<file path="src/rtl/comb_wires_4x2b_rr_mux_ctrl.sv">
// Round-robin arbiter sharing one nbits-wide output channel among four val/rdy
// requesters, with a single-entry registered output buffer.
module comb_wires_4x2b_rr_mux_ctrl #(
    parameter int nbits = 2
) (
    input  logic             clk,
    input  logic             reset,
    input  logic [nbits-1:0] in0,
    input  logic [nbits-1:0] in1,
    input  logic [nbits-1:0] in2,
    input  logic [nbits-1:0] in3,
    input  logic [3:0]       in_val,
    output logic [3:0]       in_rdy,
    output logic [nbits-1:0] out,
    output logic             out_val,
    input  logic             out_rdy,
    output logic [1:0]       out_src
);

    logic [nbits-1:0] out_q, out_d;
    logic [1:0]       src_q, src_d;
    logic             val_q, val_d;
    logic [1:0]       ptr_q, ptr_d;

    logic             gnt_vld;
    logic [1:0]       gnt_idx;
    logic [1:0]       idx;
    logic [nbits-1:0] gnt_data;
    logic             can_accept;
    logic             xfer;

    // Walk the priority ring backwards so the entry nearest ptr wins last.
    always_comb begin
        gnt_vld = 1'b0;
        gnt_idx = ptr_q;
        idx     = ptr_q;
        for (int k = 3; k >= 0; k--) begin
            idx = ptr_q + 2'(k);
            if (in_val[idx]) begin
                gnt_vld = 1'b1;
                gnt_idx = idx;
            end
        end
    end

    always_comb begin
        case (gnt_idx)
            2'd0:    gnt_data = in0;
            2'd1:    gnt_data = in1;
            2'd2:    gnt_data = in2;
            default: gnt_data = in3;
        endcase
    end

    // The out_rdy -> in_rdy combinational path lets a draining buffer refill in the same cycle.
    assign can_accept = !val_q || out_rdy;
    assign xfer       = !reset && gnt_vld && can_accept;

    always_comb begin
        in_rdy = 4'b0000;
        if (xfer) begin
            in_rdy[gnt_idx] = 1'b1;
        end
    end

    always_comb begin
        out_d = out_q;
        src_d = src_q;
        val_d = val_q;
        ptr_d = ptr_q;
        if (xfer) begin
            out_d = gnt_data;
            src_d = gnt_idx;
            val_d = 1'b1;
            ptr_d = gnt_idx + 2'd1;
        end else if (val_q && out_rdy) begin
            val_d = 1'b0;
        end
    end

    always_ff @(posedge clk) begin
        if (reset) begin
            out_q <= '0;
            src_q <= 2'd0;
            val_q <= 1'b0;
            ptr_q <= 2'd0;
        end else begin
            out_q <= out_d;
            src_q <= src_d;
            val_q <= val_d;
            ptr_q <= ptr_d;
        end
    end

    assign out     = out_q;
    assign out_src = src_q;
    assign out_val = val_q;

endmodule

</file>
<file path="config.mk">
export PLATFORM = sky130hd
export DESIGN_NAME = comb_wires_4x2b_rr_mux_ctrl
export DESIGN_NICKNAME = d
export VERILOG_FILES = /design/src/rtl/comb_wires_4x2b_rr_mux_ctrl.sv
export SDC_FILE = /design/constraint.sdc
export NUM_CORES = 1
export LEC_CHECK = 0
export ABC_AREA = 0
export CAP_MARGIN = 15
export CORE_AREA = 4 4 42 44
export DETAILED_ROUTE_END_ITERATION = 10
export DIE_AREA = 0 0 46 48
export GPL_ROUTABILITY_DRIVEN = 0
export HOLD_SLACK_MARGIN = 0.1
export MAX_ROUTING_LAYER = met4
export PLACE_DENSITY = 0.74
export SKIP_CTS_REPAIR_TIMING = 1
export SLEW_MARGIN = 20
export SYNTH_ARGS = -nofsm -noshare
export SYNTH_HDL_FRONTEND = slang
export SYNTH_SLANG_ARGS = --single-unit
</file>
<file path="constraint.sdc">
create_clock -name clk -period 2.5 [get_ports clk]
set_input_delay 0.5 -clock clk [delete_from_list [all_inputs] [get_ports clk]]
set_output_delay 0.5 -clock clk [all_outputs]
set_load 0.01 [all_outputs]
</file>
==> results of run 1 <==
==> cells in the final DEF, fill, tap and decap left out, types with 4 or more instances in the layout <==
cell / n
sky130_fd_sc_hd__and2_1: 4
sky130_fd_sc_hd__inv_1: 4
sky130_fd_sc_hd__clkdlybuf4s50_1: 15
sky130_fd_sc_hd__buf_4: 14
sky130_fd_sc_hd__o21ai_1: 4
sky130_fd_sc_hd__dlymetal6s2s_1: 5
sky130_fd_sc_hd__dfxtp_1: 7
sky130_fd_sc_hd__nor2_1: 5
sky130_fd_sc_hd__nor2b_1: 5
==> logic make-up (layout without fill, tap and decap cells) <==
logic type / Yosys count / after routing / share of synthesized area (%)
adder cells (fa/ha/maj): 5 / 5 / 11.8
AND/OR/NAND/NOR: 25 / 25 / 31.8
AO/OA/AOI/OAI: 18 / 18 / 24.9
buffers and inverters: 6 / 45 / 4.98
flip-flops: 7 / 7 / 26.5
==> final cells by class <==
type	instances	area share, %
flip-flops and latches	7	15.5
inverters	4	1.66
repair buffers	37	36.7
clock buffers	4	2.90
well taps	16	2.21
multi-input cells	48	41.0
==> flip-flops by register name (all words and copies together), names as in the netlist <==
name,cells
ptr_q,2
out_src,2
out_val,1
out,2
==> path summary, 6_finish.rpt <==
check | end | cells past startpoint | startpoint | slack, ps
worst max-delay path | in_rdy[0] | 9 | in_val[2] | 110
worst min-delay path | out[0]$_SDFFE_PP0P_ | 2 | out[0]$_SDFFE_PP0P_ | 460
worst max register to register | out[1]$_SDFFE_PP0P_ | 9 | ptr_q[1]$_SDFFE_PP0P_ | 520
worst min register to register | out[0]$_SDFFE_PP0P_ | 2 | out[0]$_SDFFE_PP0P_ | 460
==> power groups by stage <==
stage	Combinational [W]	Clock [W]	Sequential, W
4_1_cts	0.000163	0.000105	0.000131
3_3_place_gp	0.000160	0	0.000133
6_report	0.000172	0.000101	0.000131
3_5_place_dp	0.000162	0	0.000133
5_1_grt	0.000191	0.000112	0.000132
2_1_floorplan	0.0000713	0	0.000137
==> per-stage QoR <==
step / std cells / hold WS [ps] / total power (W) / setup TNS (ps)
2_1_floorplan: 61 / 486 / 0.000208 / 0
3_5_place_dp: 109 / 461 / 0.000295 / -3210
6_report: 116 / 460 / 0.000404 / 0
5_1_grt: 116 / 472 / 0.000435 / 0
3_3_place_gp: 109 / 455 / 0.000293 / -2980
4_1_cts: 113 / 467 / 0.000399 / -2790
==> worst reg2reg max path, stage by stage, from the launching register on <==
cell	delay, ps
sky130_fd_sc_hd__dfxtp_1	320
sky130_fd_sc_hd__nor3b_2	160
sky130_fd_sc_hd__a2bb2oi_1	130
sky130_fd_sc_hd__o21ai_1	290
sky130_fd_sc_hd__inv_1	150
sky130_fd_sc_hd__ha_2	220
sky130_fd_sc_hd__a222oi_1	320
sky130_fd_sc_hd__nand2_1	90
sky130_fd_sc_hd__o211ai_1	100
sky130_fd_sc_hd__a21oi_2	70
==> per-layer routing <==
metal  vias to the layer above  share of wire, %
met4                         0                 0
li1                        294                 -
met1                       251                46
met5                         -                 0
met3                         0               3.3
met2                        13                51
==> results list, run 1 <==
- The flow ran to the end, and the final reports show no timing, DRC or antenna violations.
- Global routing consumed, on the met3 layer, 2.26% of the routing resources.
- By instance count, the leading cell after synthesis is sky130_fd_sc_hd__dfxtp_1.
- Clock sink count: 7
* Mapped Avg Cell Area: 8.66 um^2
* Sequential cell fraction of total power: 32.4%
- The layout has 126 filler cells.
* Cell family with the largest share of critical-path delay: buffers and inverters
- After detailed placement, the total cell area comes to 850 um^2.
- Count of final max-slew check failures: 0
* Pwr per Cell Area: 446 mW/mm^2
- The count of endpoints failing hold in the final timing report is 0.
- The total overflow left after global routing is 0.
- Clock-pin slew was measured on the worst setup and hold paths at 50 ps.
* Summed area of non-filler cells in the final layout: 906 um^2
- The floorplan step defined a core boundary enclosing 0.00144 mm^2.
- During synthesis, Yosys emitted a total of 0 warnings.
- Routed via count: 558
* Maximum frequency from static timing analysis: 0.418 GHz
* Most instantiated cells after synthesis: sky130_fd_sc_hd__dfxtp_1 (7), sky130_fd_sc_hd__ha_1 (5), sky130_fd_sc_hd__nor2_1 (5), sky130_fd_sc_hd__nor2b_1 (5)
* Average vias per placed instance: 4.81
- Area of the multi-input gates: 372 um^2
- Slowest-stage cell, CP: sky130_fd_sc_hd__or2_1
- The worst path meets setup with 107 ps of slack.
- Yosys mapped the design onto 27 distinct sky130hd cell types.
- Period Utilization, post-route: 95.7%
- The number of nets in the synthesized netlist is 81.
* Post-synth EDFFs: 0
* Largest cells by area after synthesis: sky130_fd_sc_hd__dfxtp_1 (27%), sky130_fd_sc_hd__ha_1 (12%), sky130_fd_sc_hd__nor2b_1 (5.9%)
- DIE HEIGHT: 48 um
- In this run the worst path has a maximum fanout of 5.
- The routed design has 1380 um of wire.
- The internal power of the cells totals 0.000284 W.
- Net switching is 29.8% of the power.
- CTS built an H-tree with a depth of 1.
- Highest cell delay on the worst timing path: 220 ps
- Critical Path AT: 1890 ps
* Power share of the combinational group: 42.5%
- Setup violations remaining at the end of the flow were counted as 0.
- Critical Path Most Common Cell: sky130_fd_sc_hd__dlymetal6s2s_1
- Endpoint required time on the critical path: 2000 ps
* Layout cell share with drive strength beyond 1: 29.0%
- Entering global routing, the biggest net connects 11 pins.
* Met2 track demand over resource in global routing: 20.3%
- Pin placement for this block handled 24 I/O pins.
- Worst Setup Slack post-DPL: -702 ps
* Startpoint Class: input pin
- The clock period could shrink to 2390 ps.
- Routed length per instance: 11.9 um
- Max-cap violations in this run came to 0.
- The first detailed-routing pass took 4 iterations.
* Routed Antenna Nets: 0
* Fraction of post-synthesis cell area in the top cell type by area: 26.5%
- The final layout contains 121 nets.
* Share of synthesized registers carrying an async set or reset: 0%
- Combined area of all synthesized cells: 528 um^2
- Port buffering added 23 buffers.
- Overall track demand over capacity in global routing: 13.3%
- Wire length of the first global-routing pass: 2080 um
* Cell type contributing the most total cell area after synthesis: sky130_fd_sc_hd__dfxtp_1
- The initial antenna violation count was 0.
* Pin slew with the least headroom to its limit: 350 ps
- The initial utilization of the core area, before any placement, comes to 36.8%.
* Horiz. Die Dim: 46 um
- Ys flop type: sky130_fd_sc_hd__dfxtp_1
* Most Used Layer, Global Route: met2
- Area enclosed by the die boundary: 0.00221 mm^2
- Cells fill 63.1% of the core in the end.
* Standard-cell row count: 14
- DRT iter0 DRCs: 17
- Clock tree from TritonCTS: yes
* Max_slew headroom: 76.6%
- Path class of the lowest-slack min-delay path: flop to flop
- Crit path kind: input pin to output pin
- The tree is rooted in a sky130_fd_sc_hd__clkbuf_4.
* Met1 track utilization from global routing: 17.2%
- Part of the Yosys area used for sequential elements: 26.5%
- Crit end category: output pin
- Summed over all cells, the static leakage comes to 0.450 nW.
- The share of total power dissipated in the clock network is 25.1%.
* Number of global-route vias before repair: 502
* Gate count after technology mapping: 61
- For this run, design rule violations remaining after detail routing come to 0.
- IR analysis of the VDD net gives a maximum drop of 289 uV.
- Between clock sinks in the finished design, the worst skew comes to 7.44 ps.
* Sequence of cells on the critical path: dlymetal6s2s_1, or2_1, a22oi_1, o211a_1, buf_4, inv_1, ha_2, and2_1, dlymetal6s2s_1
- The HPWL after detailed placement is 1080 um.
* Flip-flop and latch area: 140 um^2
- Critical path buffers and inverters: 4
- No sink is reached through more buffers than the 2 on the longest clock path.
- Switching power: 0.000120 W
- In this run, CTS created clock tree buffers numbering 3.
- Synthesis inferred 7 register bits.
- Relative to the synthesized area, the layout overhead comes to 71.6%.
- Worst-skew pair later-pin latency: 250 ps
* Number of antenna repair diodes: 0
- Setup repair after global routing left no endpoint under its margin.
Note: power is estimated with default switching activity, not from simulation.
==> inputs of run 2 (changes only) <==
Settings changed: ABC_AREA 0 to 1, CORE_AREA 4 4 42 44 to 4 4 43 45, CTS_BUF_LIST from default to sky130_fd_sc_hd__clkbuf_2 sky130_fd_sc_hd__clkbuf_4 sky130_fd_sc_hd__clkbuf_8, DIE_AREA 0 0 46 48 to 0 0 47 49, PLACE_DENSITY 0.74 to 0.78.
==> run 2 against run 1 <==
Core utilization is 16 points higher. Sequential share of layout area is 3.0 points lower. Final cell count is 45% higher. Total power grew to 3.4 times the previous value. Routed wire length is 50% higher. Global-route usage is 2.6 points higher. Hold slack better by 20 ps. Critical path type is now flop to output pin. Largest cell class unchanged. Highest routed layer is now met4.
==> results list, run 2 <==
- Status: complete, no violations (unchanged).
- # placed instances: 164 (was 109)
* Most instantiated cells after synthesis: sky130_fd_sc_hd__nand2_1 (42), sky130_fd_sc_hd__inv_1 (18), sky130_fd_sc_hd__nand3_1 (8), sky130_fd_sc_hd__nor2_1 (8), sky130_fd_sc_hd__dfxtp_1 (7) (was sky130_fd_sc_hd__dfxtp_1 (7), sky130_fd_sc_hd__ha_1 (5), sky130_fd_sc_hd__nor2_1 (5), sky130_fd_sc_hd__nor2b_1 (5))
* Minimum setup slack among reg-to-reg paths: 260 ps (was 520 ps)
- HPWL after DPL: 1420 um (was 1080 um)
- The sequential-to-total area share from yosys stat came to 22.0% (was 26.5%).
- The initial antenna violation count was 0 (unchanged).
* Residual DRC count: 0 (unchanged)
* Worst hold slack after final layout: 480 ps (was 460 ps)
- The achievable clock frequency is 0.417 GHz (was 0.418 GHz).
* Mapped Avg Cell Area: 5.84 um^2 (was 8.66 um^2)
- The aggregate routed wire length is 2070 um (was 1380 um).
* DIE HEIGHT: 49 um (was 48 um)
- The signal arrival time at the worst endpoint is 1900 ps (was 1890 ps).
* Pin count of the biggest net entering global routing: 10 (was 11)
- The clock-pin slew on the worst setup and hold paths came to 50 ps (about the same).
* Path class of the lowest-slack min-delay path: flop to flop (unchanged)
* Most frequent cell after synthesis: sky130_fd_sc_hd__nand2_1 (was sky130_fd_sc_hd__dfxtp_1)
* Clock skew: 2.78 ps (was 7.44 ps)
- Synth unique cells: 18 (was 27)
- Crit path launch: ptr_q[1]$_SDFFE_PP0P_ (was in_val[2])
* Area enclosed by the die boundary: 0.00230 mm^2 (was 0.00221 mm^2)
* End-of-flow core utilization: 79.1% (was 63.1%)
* Endpoint required time on the critical path: 2000 ps (about the same)
- Standard-cell row count: 14 (unchanged)
* Overall track demand over capacity in global routing: 15.9% (was 13.3%)
* Layout cell share with drive strength beyond 1: 40.8% (was 29.0%)
- Clock tree from TritonCTS: yes (unchanged)
- The number of top-level pins was 24 (unchanged).
- Max_slew headroom: 87.4% (was 76.6%)
- The most frequent standard cell in the layout excluding fill and tap cells was sky130_fd_sc_hd__nand2_1 (was sky130_fd_sc_hd__clkdlybuf4s50_1).
* Nets: 173 (was 121)
- Crit path max fanout: 7 (was 5)
- Pin slew with the least headroom to its limit: 189 ps (was 350 ps)
* Wire length of the first global-routing pass: 2680 um (was 2080 um)
- The level count of the clock H-tree is 1 (unchanged).
* Number of global-route vias before repair: 698 (was 502)
- The fraction of registers with async set or reset after synthesis came to 0% (unchanged).
- Post-synth net total: 129 (was 81)
- Highest ir drop seen on vdd: 640 uV (was 289 uV)
* Routed via count: 800 (was 558)
* Average vias per placed instance: 4.76 (was 4.81)
- Endpoint of the lowest-slack register-to-register path: out[0]$_SDFFE_PP0P_ (was out[1]$_SDFFE_PP0P_)
- The synthesis-to-layout area growth is 82.7% (was 71.6%).
- DRT iter0 DRCs: 8 (was 17)
- The clock tree root buffer cell was sky130_fd_sc_hd__clkbuf_4 (unchanged).
- The category of the worst setup path capture point was an output pin (unchanged).
* Post-synth EDFFs: 0 (unchanged)
* Routed length per instance: 12.3 um (was 11.9 um)
* Overflow left after global routing: 0 (unchanged)
- The cell taking the most area after synthesis is sky130_fd_sc_hd__nand2_1 (was sky130_fd_sc_hd__dfxtp_1).
- The port buffer count was 23 (unchanged).
* Final cell count without fillers: 168 (was 116)
* Count of warnings emitted by yosys: 0 (unchanged)
* Number of antenna repair diodes: 0 (unchanged)
* Gate count after technology mapping: 109 (was 61)
* Flip-flop and latch count after synthesis: 7 (unchanged)
- Number of hold violations in the final report: 0 (unchanged)
* Total power: 0.00139 W (was 0.000404 W)
* Count of final max-slew check failures: 0 (unchanged)
* Crit path kind: flop to output pin (was input pin to output pin)
- The core region area came to 0.00147 mm^2 (was 0.00144 mm^2).
- Path depth of the worst reg2reg path: 18 (was 9)
- The clock period minus final worst setup slack is 2400 ps (was 2390 ps).
- Horiz. Die Dim: 47 um (was 46 um)
- The top cell type's share of synthesized area was 24.8% (was 26.5%).
* Worst r2r src: ptr_q[1]$_SDFFE_PP0P_ (unchanged)
* Combined area of all synthesized cells: 637 um^2 (was 528 um^2)
- Clock sink count: 7 (unchanged)
- The critical path capture point was in_rdy[0] (unchanged).
- The primary flip-flop cell chosen by synthesis mapping is sky130_fd_sc_hd__dfxtp_1 (unchanged).
* Routed Antenna Nets: 0 (unchanged)
* Starting density of the core: 43.3% (was 36.8%)
- The number of setup violations in the final report came to 0 (unchanged).
- The number of buffers inserted during clock tree synthesis was 3 (unchanged).
* Worst-case clock buffer depth: 2 (unchanged)
* First-pass iteration count of the detailed router: 4 (unchanged)
* Worst-skew pair later-pin latency: 250 ps (about the same)
- Pwr per Cell Area: 1190 mW/mm^2 (was 446 mW/mm^2)
* Static leakage: 0.620 nW (was 0.450 nW)
- The ratio of final minimum period to clock period is 96.0% (was 95.7%).
- The number of max-cap violations was 0 (unchanged).
* Commonest cells after routing, fill and taps aside: sky130_fd_sc_hd__nand2_1 (26), sky130_fd_sc_hd__buf_4 (17), sky130_fd_sc_hd__inv_1 (16), sky130_fd_sc_hd__nand2_2 (16), sky130_fd_sc_hd__clkdlybuf4s50_1 (15) (was sky130_fd_sc_hd__clkdlybuf4s50_1 (15), sky130_fd_sc_hd__buf_4 (14), sky130_fd_sc_hd__dfxtp_1 (7))
- Largest cells by area after synthesis: sky130_fd_sc_hd__nand2_1 (25%), sky130_fd_sc_hd__dfxtp_1 (22%), sky130_fd_sc_hd__inv_1 (11%) (was sky130_fd_sc_hd__dfxtp_1 (27%), sky130_fd_sc_hd__ha_1 (12%), sky130_fd_sc_hd__nor2b_1 (5.9%))
- The element type at the critical path start is a flop (was input pin).
[run 2: changes by cell type after synthesis, sizes merged, moves of 4 or more]
cell   before  now
and2        4    0
nor2        5   10
nand3       0    9
nand2       4   45
nor2b       5    0
inv         4   21
[run 2: cells by family after synthesis]
family / Yosys count / share of synthesized area [%]
compound gates: 11 / 10.2
simple gates: 64 / 43.0
fa+ha+maj: 5 / 9.82
buf+inv: 22 / 14.9
flops: 7 / 22.0
[run 2: per-layer routing]
layer  track usage (%)  vias up  wire length (um)
li1                  -      418                 -
met1              19.6      364               941
met2              23.1       14              1060
met3              1.48        4                46
met4              11.5        0                29
met5                 -        -                 0
[run 2: critical path, cell delays in order, from the launching register on]
cell                      delay, ps
sky130_fd_sc_hd__dfxtp_2        410
sky130_fd_sc_hd__inv_2           80
sky130_fd_sc_hd__nand2_1         90
sky130_fd_sc_hd__nand2_2         80
sky130_fd_sc_hd__nand2_2         80
sky130_fd_sc_hd__nand2_2         60
sky130_fd_sc_hd__inv_1          100
sky130_fd_sc_hd__nand2_4         70
sky130_fd_sc_hd__nand2_2         60
sky130_fd_sc_hd__nand2_2         70
sky130_fd_sc_hd__nand2_4        120
sky130_fd_sc_hd__inv_4           60
sky130_fd_sc_hd__ha_4           150
sky130_fd_sc_hd__inv_1           50
sky130_fd_sc_hd__nor2_1          30
sky130_fd_sc_hd__buf_2          130
[run 2: power by group]
| group | switching, W | internal (W) | total [W] | leakage (nW) |
|---|---|---|---|---|
| Combinational | 0.000560 | 0.000517 | 0.00108 | 0.542 |
| Clock | 0.0000404 | 0.0000716 | 0.000112 | 0.0184 |
| Sequential | 0.0000432 | 0.000154 | 0.000197 | 0.0592 |
[run 2: worst min path at each step]
| stage | to | slack [ps] | depth (start not counted) | start |
|---|---|---|---|---|
| final | out_src[1]$_SDFFE_PP0P_ | 480 | 2 | out_src[1]$_SDFFE_PP0P_ |
| after global routing | out_src[1]$_SDFFE_PP0P_ | 540 | 2 | out_src[1]$_SDFFE_PP0P_ |
| after CTS | out_src[1]$_SDFFE_PP0P_ | 480 | 2 | out_src[1]$_SDFFE_PP0P_ |
| after detailed placement | out_src[1]$_SDFFE_PP0P_ | 470 | 2 | out_src[1]$_SDFFE_PP0P_ |
| after global placement | out_src[1]$_SDFFE_PP0P_ | 470 | 2 | out_src[1]$_SDFFE_PP0P_ |
| after floorplan | out_src[1]$_SDFFE_PP0P_ | 510 | 2 | out_src[1]$_SDFFE_PP0P_ |
[run 2: final cells by class]
class / instances / area, um^2
clock buffer: 4 / 30.0
fill: 97 / 308
timing repair buffer: 40 / 348
tap: 16 / 20.0
multi-input combinational: 80 / 529
sequential: 7 / 145
inverter: 21 / 91.3
[run 2: stage by stage]
| step | cell area (um^2) | worst slack [ps] | setup TNS [ps] |
|---|---|---|---|
| floorplan | 637 | 420 | 0 |
| CTS | 1050 | -619 | -2260 |
| detailed placement | 1020 | -613 | -2690 |
| global placement | 1020 | -533 | -2300 |
| global route | 1160 | -50.4 | -126 |
| finish | 1160 | 100 | 0 |
==> inputs of run 3 (changes only) <==
Settings changed: RECOVER_POWER from default to 25.
==> run 3 against run 2 <==
Setup slack hardly changed. Via count stayed put. Core utilization is 0.26 points lower. Combinational power hardly changed. Non-clock buffer count stayed put. Final cell count stayed put. Critical path depth stayed put. Clock skew stayed put. Routed wire length hardly changed. Largest cell class unchanged. Highest routed layer unchanged.
==> results list, run 3 (synthesis results as in run 2) <==
* Average vias per placed instance: 4.76 (unchanged)
- The clock period minus final worst setup slack came to 2400 ps (about the same).
- Sequence of cells on the critical path: inv_2, nand2_1, nand2_2, nand2_2, nand2_2, inv_1, nand2_4, nand2_2, nand2_2, nand2_4, inv_4, ha_4, inv_1, nor2_1, buf_2 (unchanged)
- The worst path setup slack after routing was 101 ps (was 100 ps).
* Status: complete, no violations (unchanged)
- The number of design rule violations left after detail routing was 0 (unchanged).
- Flip-flop and latch area: 145 um^2 (unchanged)
* Standard-cell row count: 14 (unchanged)
- The leakage power summed over all cells is 0.621 nW (was 0.620 nW).
- Period Utilization, post-route: 96.0% (about the same)
- Clock tree from TritonCTS: yes (unchanged)
* Pin slew with the least headroom to its limit: 248 ps (was 189 ps)
- The die height came to 49 um (unchanged).
- The number of nets in the finished design came to 173 (unchanged).
- # IOs: 24 (unchanged)
- The category of the worst setup path capture point is an output pin (unchanged).
- Final setup fails: 0 (unchanged)
* Critical Path Most Common Cell: sky130_fd_sc_hd__nand2_2 (unchanged)
- Pwr per Cell Area: 1190 mW/mm^2 (about the same)
- The worst hold path class is flop to flop (unchanged).
* Routed Antenna Nets: 0 (unchanged)
* Overflow left after global routing: 0 (unchanged)
- Commonest cells after routing, fill and taps aside: sky130_fd_sc_hd__nand2_1 (26), sky130_fd_sc_hd__inv_1 (16), sky130_fd_sc_hd__nand2_2 (16), sky130_fd_sc_hd__buf_4 (16), sky130_fd_sc_hd__clkdlybuf4s50_1 (13) (was sky130_fd_sc_hd__nand2_1 (26), sky130_fd_sc_hd__buf_4 (17), sky130_fd_sc_hd__inv_1 (16), sky130_fd_sc_hd__nand2_2 (16), sky130_fd_sc_hd__clkdlybuf4s50_1 (15))
* Highest cell delay on the worst timing path: 410 ps (about the same)
- End-of-flow core utilization: 78.8% (was 79.1%)
* Starting density of the core: 43.3% (unchanged)
* Area enclosed by the die boundary: 0.00230 mm^2 (unchanged)
* Area of the core: 0.00147 mm^2 (unchanged)
- Number of antenna repair diodes: 0 (unchanged)
- The setup slack after placement was -613 ps (unchanged).
- The dominant delay contributor by cell family on the critical path is simple AND/OR/NAND/NOR gates (unchanged).
* Worst-case clock buffer depth: 2 (unchanged)
- The number of DRC markers in iteration 0 is 9 (was 8).
- CTS Buf Count: 3 (unchanged)
* Area of the multi-input gates: 529 um^2 (unchanged)
- The level count of the clock H-tree is 1 (unchanged).
* Maximum frequency from static timing analysis: 0.417 GHz (about the same)
- The setup TNS after final layout was 0 ps (unchanged).
- Crit path max fanout: 7 (unchanged)
* # placed instances: 164 (unchanged)
- The total half-perimeter wirelength after legalization and detailed placement is 1420 um (unchanged).
- Number of global-route vias before repair: 698 (unchanged)
- Wire length of the first global-routing pass: 2680 um (unchanged)
- The clock tree root buffer cell was sky130_fd_sc_hd__clkbuf_4 (unchanged).
- Slowest-stage cell, CP: sky130_fd_sc_hd__dfxtp_2 (unchanged)
- Critical Path AT: 1900 ps (about the same)
- The number of buffers and inverters on the critical path is 5 (unchanged).
* Startpoint Class: flop (unchanged)
- Layout Area Growth over Synthesis: 82.1% (was 82.7%)
- Pin count of the biggest net entering global routing: 10 (unchanged)
- The fill cell instance count of the final layout was 99 (was 97).
* Count of final max-slew check failures: 0 (unchanged)
- Horiz. Die Dim: 47 um (unchanged)
- Final cell count without fillers: 168 (unchanged)
* Highest ir drop seen on vdd: 640 uV (about the same)
* Overall track demand over capacity in global routing: 15.9% (unchanged)
* Initial antenna violation count: 0 (unchanged)
- The worst-case clock skew is 2.78 ps (unchanged).
* Max_slew headroom: 83.5% (was 87.4%)
* Routed length per instance: 12.3 um (about the same)
* First-pass iteration count of the detailed router: 4 (unchanged)
* Number of hold violations in the final report: 0 (unchanged)
- The most frequent standard cell in the layout excluding fill and tap cells is sky130_fd_sc_hd__nand2_1 (unchanged).
* Routed via count: 800 (unchanged)
- Number of violations of the max-capacitance limit: 0 (unchanged)
- The fraction of layout instances using a drive strength above 1 was 40.1% (was 40.8%).
- Count of input and output buffers: 23 (unchanged)
* Crit path kind: flop to output pin (unchanged)
- Routed wire length: 2070 um (about the same)
- The required time at the worst-slack endpoint came to 2000 ps (about the same).
- The clock-pin slew on the worst setup and hold paths is 50 ps (about the same).
- Worst-skew pair later-pin latency: 250 ps (about the same)
* Clock sink count: 7 (unchanged)
[run 3: layout make-up]
cell class,count,area share (%)
multi-input cells,80,45.6
well taps,16,1.73
inverters,21,7.87
clock buffers,4,2.59
repair buffers,40,29.7
flip-flops and latches,7,12.5
[run 3: metrics by stage]
step	hold WS [ps]	cell area (um^2)	power [W]
after CTS	485	1050	0.00118
final	480	1160	0.00138
after floorplan	508	637	0.000643
after global placement	470	1020	0.00104
after detailed placement	473	1020	0.00106
after global routing	539	1160	0.00150
[run 3: worst paths after layout]
kind / depth (start not counted) / start / slack [ps] / endpoint
setup / recovery: 15 / ptr_q[1]$_SDFFE_PP0P_ / 100 / in_rdy[0]
hold / removal: 2 / out_src[1]$_SDFFE_PP0P_ / 480 / out_src[1]$_SDFFE_PP0P_
setup reg to reg: 18 / ptr_q[1]$_SDFFE_PP0P_ / 260 / out[0]$_SDFFE_PP0P_
hold reg to reg: 2 / out_src[1]$_SDFFE_PP0P_ / 480 / out_src[1]$_SDFFE_PP0P_
[run 3: power breakdown]
group	switching (W)	total (W)	internal, W
clock network	0.0000404	0.000112	0.0000716
logic	0.000559	0.00107	0.000511
registers	0.0000428	0.000197	0.000154
[run 3: worst register-to-register path: cells and delay by family, from the launching register on]
family,cells,cell delay (ps)
adder cells (fa/ha/maj),1,150
flip-flops,1,410
AND/OR/NAND/NOR,10,760
buffers and inverters,4,370
AO/OA/AOI/OAI,3,430
[run 3: metal layers]
| metal | part of all wire [%] | track usage (%) | vias to the layer above |
|---|---|---|---|
| met4 | 1.4 | 11.5 | 0 |
| met2 | 51 | 23.1 | 14 |
| li1 | - | - | 419 |
| met3 | 2.2 | 1.48 | 4 |
| met5 | 0 | - | - |
| met1 | 45 | 19.6 | 363 |
